`config.mk`:
```
export PLATFORM = sky130hd
export DESIGN_NAME = shift_seq_flat
export DESIGN_NICKNAME = d
export VERILOG_FILES = /design/src/rtl/shift_seq_if.sv /design/src/rtl/shift_seq.sv /design/src/flat_wrapper.sv
export SDC_FILE = /design/constraint.sdc
export NUM_CORES = 1
export LEC_CHECK = 0
export ABC_AREA = 1
export BUFFER_PORTS_ARGS = -buffer_cell sky130_fd_sc_hd__buf_2
export CAP_MARGIN = 30
export CORE_ASPECT_RATIO = 0.9
export CORE_MARGIN = 2
export CORE_UTILIZATION = 30
export CTS_CLUSTER_DIAMETER = 200
export DETAILED_ROUTE_END_ITERATION = 10
export GPL_TIMING_DRIVEN = 0
export RECOVER_POWER = 50
export SYNTH_ARGS = -nofsm -noshare
export SYNTH_HDL_FRONTEND = slang
export SYNTH_SLANG_ARGS = --single-unit
```
`constraint.sdc`:
```
create_clock -name clk -period 3.4 [get_ports clk]
set_clock_uncertainty 0.05 [all_clocks]
set_input_delay 0.68 -clock clk [delete_from_list [all_inputs] [get_ports clk]]
set_output_delay 0.68 -clock clk [all_outputs]
set_load 0.02 [all_outputs]
```
`src/rtl/shift_seq_if.sv`:
```
// Command/result bundle between the control FSM and the shift sequencer.
// The master drives the command and the mux output; the slave returns select, status and result.
interface shift_seq_if;
  logic        start;
  logic [2:0]  op;
  logic [4:0]  shamt;
  logic [31:0] RegA_out;
  logic [31:0] ShiftSrc_out;
  logic [1:0]  ShiftSrcControl;
  logic        busy;
  logic        done;
  logic        err;
  logic [31:0] shift_result;

  modport master (
    output start, op, shamt, RegA_out, ShiftSrc_out,
    input  ShiftSrcControl, busy, done, err, shift_result
  );

  modport slave (
    input  start, op, shamt, RegA_out, ShiftSrc_out,
    output ShiftSrcControl, busy, done, err, shift_result
  );
endinterface

```
`src/rtl/shift_seq.sv`:
```
// Multi-cycle shift sequencer: IDLE -> LOAD -> SHIFT -> DONE, one bit per cycle by default.
// Define SHIFT_SEQ_FAST_EN to perform the whole shift in a single SHIFT cycle.
module shift_seq (
  input  logic          clk,
  input  logic          reset,
  shift_seq_if.slave    bus
);

  typedef enum logic [1:0] {
    ST_IDLE  = 2'd0,
    ST_LOAD  = 2'd1,
    ST_SHIFT = 2'd2,
    ST_DONE  = 2'd3
  } state_t;

  typedef enum logic [1:0] {
    K_LEFT = 2'd0,
    K_LSR  = 2'd1,
    K_ASR  = 2'd2
  } kind_t;

  state_t      state_q, state_d;
  kind_t       kind_q, kind_d;
  logic [4:0]  amt_q, amt_d;
  logic [4:0]  cnt_q, cnt_d;
  logic [31:0] sreg_q, sreg_d;
  logic [31:0] res_q, res_d;
  logic [1:0]  sel_q, sel_d;
  logic        err_q, err_d;
  logic [31:0] shifted;

`ifdef SHIFT_SEQ_FAST_EN
  always_comb begin
    shifted = sreg_q;
    case (kind_q)
      K_LEFT:  shifted = sreg_q << cnt_q;
      K_LSR:   shifted = sreg_q >> cnt_q;
      K_ASR:   shifted = $unsigned($signed(sreg_q) >>> cnt_q);
      default: shifted = sreg_q;
    endcase
  end
`else
  always_comb begin
    shifted = sreg_q;
    case (kind_q)
      K_LEFT:  shifted = {sreg_q[30:0], 1'b0};
      K_LSR:   shifted = {1'b0, sreg_q[31:1]};
      K_ASR:   shifted = {sreg_q[31], sreg_q[31:1]};
      default: shifted = sreg_q;
    endcase
  end
`endif

  always_comb begin
    state_d = state_q;
    kind_d  = kind_q;
    amt_d   = amt_q;
    cnt_d   = cnt_q;
    sreg_d  = sreg_q;
    res_d   = res_q;
    sel_d   = sel_q;
    err_d   = err_q;
    case (state_q)
      ST_IDLE: begin
        if (bus.start) begin
          if (bus.op == 3'b111) begin
            // Illegal op reports straight away and leaves select/result untouched.
            err_d   = 1'b1;
            state_d = ST_DONE;
          end else begin
            err_d = 1'b0;
            case (bus.op)
              3'b001, 3'b100: kind_d = K_LSR;
              3'b010, 3'b101: kind_d = K_ASR;
              default:        kind_d = K_LEFT;
            endcase
            if (bus.op <= 3'b010)      amt_d = bus.shamt;
            else if (bus.op <= 3'b101) amt_d = bus.RegA_out[4:0];
            else                       amt_d = 5'd16;
            sel_d   = (bus.op == 3'b110) ? 2'b10 : 2'b00;
            state_d = ST_LOAD;
          end
        end
      end
      ST_LOAD: begin
        sreg_d = bus.ShiftSrc_out;
        cnt_d  = amt_q;
        if (amt_q == 5'd0) begin
          res_d   = bus.ShiftSrc_out;
          state_d = ST_DONE;
        end else begin
          state_d = ST_SHIFT;
        end
      end
      ST_SHIFT: begin
        sreg_d = shifted;
`ifdef SHIFT_SEQ_FAST_EN
        cnt_d   = 5'd0;
        res_d   = shifted;
        state_d = ST_DONE;
`else
        cnt_d = cnt_q - 5'd1;
        if (cnt_q == 5'd1) begin
          res_d   = shifted;
          state_d = ST_DONE;
        end
`endif
      end
      ST_DONE: state_d = ST_IDLE;
      default: state_d = ST_IDLE;
    endcase
  end

  always_ff @(posedge clk or negedge reset) begin
    if (!reset) begin
      state_q <= ST_IDLE;
      kind_q  <= K_LEFT;
      amt_q   <= 5'd0;
      cnt_q   <= 5'd0;
      sreg_q  <= 32'd0;
      res_q   <= 32'd0;
      sel_q   <= 2'b00;
      err_q   <= 1'b0;
    end else begin
      state_q <= state_d;
      kind_q  <= kind_d;
      amt_q   <= amt_d;
      cnt_q   <= cnt_d;
      sreg_q  <= sreg_d;
      res_q   <= res_d;
      sel_q   <= sel_d;
      err_q   <= err_d;
    end
  end

  assign bus.ShiftSrcControl = sel_q;
  assign bus.busy            = (state_q != ST_IDLE);
  assign bus.done            = (state_q == ST_DONE);
  assign bus.err             = (state_q == ST_DONE) && err_q;
  assign bus.shift_result    = res_q;

endmodule

```
`src/flat_wrapper.sv`:
```
// flat-port wrapper written by rule: the top's interface ports become plain ports
module shift_seq_flat 
  (clk, reset, bus_start, bus_op, bus_shamt, bus_RegA_out, bus_ShiftSrc_out, bus_ShiftSrcControl, bus_busy, bus_done, bus_err, bus_shift_result);
  shift_seq_if bus_i ();
  input  logic clk;
  input  logic reset;
  input wire logic [$bits(bus_i.start)-1:0] bus_start;
  input wire logic [$bits(bus_i.op)-1:0] bus_op;
  input wire logic [$bits(bus_i.shamt)-1:0] bus_shamt;
  input wire logic [$bits(bus_i.RegA_out)-1:0] bus_RegA_out;
  input wire logic [$bits(bus_i.ShiftSrc_out)-1:0] bus_ShiftSrc_out;
  output wire logic [$bits(bus_i.ShiftSrcControl)-1:0] bus_ShiftSrcControl;
  output wire logic [$bits(bus_i.busy)-1:0] bus_busy;
  output wire logic [$bits(bus_i.done)-1:0] bus_done;
  output wire logic [$bits(bus_i.err)-1:0] bus_err;
  output wire logic [$bits(bus_i.shift_result)-1:0] bus_shift_result;
  assign bus_i.start = bus_start;
  assign bus_i.op = bus_op;
  assign bus_i.shamt = bus_shamt;
  assign bus_i.RegA_out = bus_RegA_out;
  assign bus_i.ShiftSrc_out = bus_ShiftSrc_out;
  assign bus_ShiftSrcControl = bus_i.ShiftSrcControl;
  assign bus_busy = bus_i.busy;
  assign bus_done = bus_i.done;
  assign bus_err = bus_i.err;
  assign bus_shift_result = bus_i.shift_result;
  shift_seq u_core (.clk(clk), .reset(reset), .bus(bus_i));
endmodule
```
==> summary.md <==
| Metric | Value |
|---|---|
| Hold_buf cts | 0 |
| Clock-pin slew on the worst setup and hold paths | 0.06 ns |
| Most used DFF post-synth | dfrtp_1 |
| Post-DP HPWL | 9540 microns |
| CP endpoint kind | asynchronous set/reset pin |
| Place WS | 1.25 ns |
| First-pass GRT wire length | 22600 microns |
| Top delay family on crit path | buffers and inverters |
| Violation count after the first detailed-route iteration | 310 |
| Core outline area | 15300 sq um |
| Largest net degree at the start of global routing | 45 |
| Mapped Nets | 789 |
| Clk Latency, worst-skew pair | 0.35 ns |
| Pwr Density | 1190 nW/um^2 |
| Average routed wire per standard cell | 13.1 microns |
| Critical path arrival | 2.28 ns |
| Synth Instances | 707 |
| Count leader, synth | nand2_1 |
| Setup-failing EPs final | 0 |
| Placed inst area | 5340 sq um |
| Fin worst setup slack | 1.06 ns |
| I/O pin count | 112 |
| Die Wd | 135 microns |
| Post-CTS setup buffer count | 0 |
| Crit Path Category | primary input to asynchronous set/reset pin |
| Main area contributors after synthesis | dfrtp_1 (43%), nand2_1 (26%), nand3_1 (9.9%) |
| Post-Syn Area | 4640 sq um |
| CTS sink count | 80 |
| Number of I/O port buffers | 83 |
| Row count | 43 |
| Status | complete, but fails checks |
| Depth of the CTS H-tree | 3 |
| Max Freq | 0.428 GHz |
| Slowest Stage Delay on Critical Path | 1.56 ns |
| Tcrit/Tclk final | 0.687 |
| Hold/Removal Path Class | flop to flop |
| Inserted Clock Buffers | 9 |
| Async set-reset flop share out of synthesis | 1.00 |
| Warnings from Yosys | 0 |
| RD Place Congestion | 0.819 |
| Root buf cell | clkbuf_16 |
| Area grow syn2layout | 21.4% |
| Yosys cell types | 25 |
| Share of cells above drive strength 1 | 0.128 |
| Remaining antenna violation count | 0 |
| Worst-path fanout max | 37 |
| Post-synthesis sequential area ratio | 0.432 |
| Post-CTS sizing | 0 |
| DRT Pass-1 Iters | 7 |
| Vias per inst | 4.59 |
| Max IR drop VDD | 0.000455 V |
| Total track usage | 0.174 |
| Crit-path slowest cell | clkbuf_1 |
| RSZ-0062 raised after global routing | false |
| Crit path time final | 2.34 ns |
| Grt ovf | 0 |
| Max-Slew Margin vs Limit | -0.495 |
| Initial Utilization | 0.304 |
| Pleak | 3.01 nW |
| Post-Route Setup TNS | 0 ns |
| CTS tree | built |
| WP data required | 3.34 ns |
| Area fraction of the dominant cell type after synthesis | 0.432 |
| Post-route cell area | 5630 sq um |
| MaxCap Viol Count | 1 |
| Final Hold Fails | 0 |
| FF+latch count, synth | 80 |
| Residual DRC count | 0 |
| CP cell instances | clkbuf_1 |
| WL final | 13200 microns |
| Die area | 16500 sq um |
| Initial antenna violation count | 0 |
| NumNets Final | 884 |
| Antenna diode count | 0 |
| Crit start category | primary input |
| Die height | 122 microns |
| Violated checks | capacitance limit, slew limit |
| Vias in the first global route | 4442 |
| Max Slew Vio Count | 37 |
| Slew @ Worst Pin | 2.24 ns |
| Top cell type by total area after synthesis | dfrtp_1 |
| Top cells by count, synth | nand2_1 (321), nor2_1 (100), nand3_1 (92), dfrtp_1 (80), inv_1 (22) |
| Buf/Inv on CP | 1 |
| Mean Syn Cell Area | 6.56 sq um |
| EDFF count, synth | 0 |
| CTS max path bufs | 2 |
| Vias | 4635 |
state kept, by name, indices dropped and copies added, names as in the netlist:
name and count:
u_core.state_q 2, u_core.kind_q 2, u_core.amt_q 5, u_core.bus.shift_result 32
u_core.cnt_q 5, u_core.bus.ShiftSrcControl 1, u_core.sreg_q 32, u_core.err_q 1
placed cells by master, fill, tap and decap left out, types with 7 or more instances in the layout:
| master | Yosys | routed |
|---|---|---|
| nand3_1 | 92 | 92 |
| a21oi_1 | 10 | 10 |
| ha_1 | 7 | 7 |
| dfrtp_1 | 80 | 80 |
| clkbuf_16 | 0 | 9 |
| clkbuf_1 | 19 | 33 |
| nand2_1 | 321 | 321 |
| buf_2 | 12 | 82 |
| o21ai_0 | 18 | 18 |
| nor2_1 | 100 | 100 |
| buf_1 | 7 | 7 |
| inv_1 | 22 | 22 |
final timing paths:
| check | to | slack (ns) | from | cells past startpoint |
|---|---|---|---|---|
| setup / recovery | u_core.bus.shift_result[16] | 1.06 | reset | 1 |
| hold / removal | u_core.bus.shift_result[20] | 0.42 | u_core.bus.shift_result[20] | 2 |
| setup reg to reg | u_core.sreg_q[25] | 1.20 | u_core.state_q[0] | 9 |
| hold reg to reg | u_core.bus.shift_result[20] | 0.42 | u_core.bus.shift_result[20] | 2 |
| max in group clk | u_core.sreg_q[25] | 1.20 | u_core.state_q[0] | 9 |
| min in group asynchronous | u_core.bus.shift_result[5] | 0.94 | reset | 1 |
cell families (layout without fill, tap and decap cells):
family                   Yosys count  count (layout)  synth area share
flip-flops                        80              80             0.432
AND/OR/NAND/NOR                  520             520             0.451
other                              1               1          0.000809
XOR/XNOR                           2               2           0.00378
AO/OA/AOI/OAI                     33              33            0.0380
buffers and inverters             64             164            0.0558
adder cells (fa/ha/maj)            7               7            0.0189
stage by stage:
| stage | cells | hold WS, ns | power (mW) | util |
|---|---|---|---|---|
| 5_1_grt | 1009 | 0.449 | 7.44 | 0.368 |
| 4_1_cts | 1009 | 0.278 | 6.79 | 0.370 |
| 2_1_floorplan | 707 | 0.334 | 4.54 | - |
| 3_5_place_dp | 993 | 0.409 | 5.70 | 0.349 |
| 3_3_place_gp | 992 | 0.410 | 5.64 | 0.347 |
| 6_report | 1009 | 0.421 | 6.69 | 0.368 |
layout make-up:
class                   instances  area [sq um]
inverters                      25          93.8
clock inverters                 6          83.8
flip-flops and latches         80          2000
well taps                     202           253
repair buffers                 84           427
fillers                      1729          9650
plain buffers                  39           165
clock buffers                  10           229
multi-input cells             563          2380
worst register-to-register path, delay by kind of cell (launching register included):
| family | cells | cell delay (ns) |
|---|---|---|
| adders and majority gates | 1 | 0.28 |
| and+or+nand+nor | 5 | 0.48 |
| DFF | 1 | 0.41 |
| buffers and inverters | 3 | 0.86 |
power breakdown:
part	total (mW)	switching (mW)	internal [mW]
combinational	3.75	2.59	1.17
sequential	1.89	0.414	1.48
clock	1.04	0.403	0.641
metal layers:
layer  vias to the layer above  global-route usage  part of all wire
met5                         -                   0                 0
met4                         0              0.0332            0.0075
met1                      2093               0.246              0.50
met3                         8              0.0474             0.059
met2                       126               0.271              0.43
li1                       2408                   -                 -
Note: power is estimated with default switching activity, not from simulation.
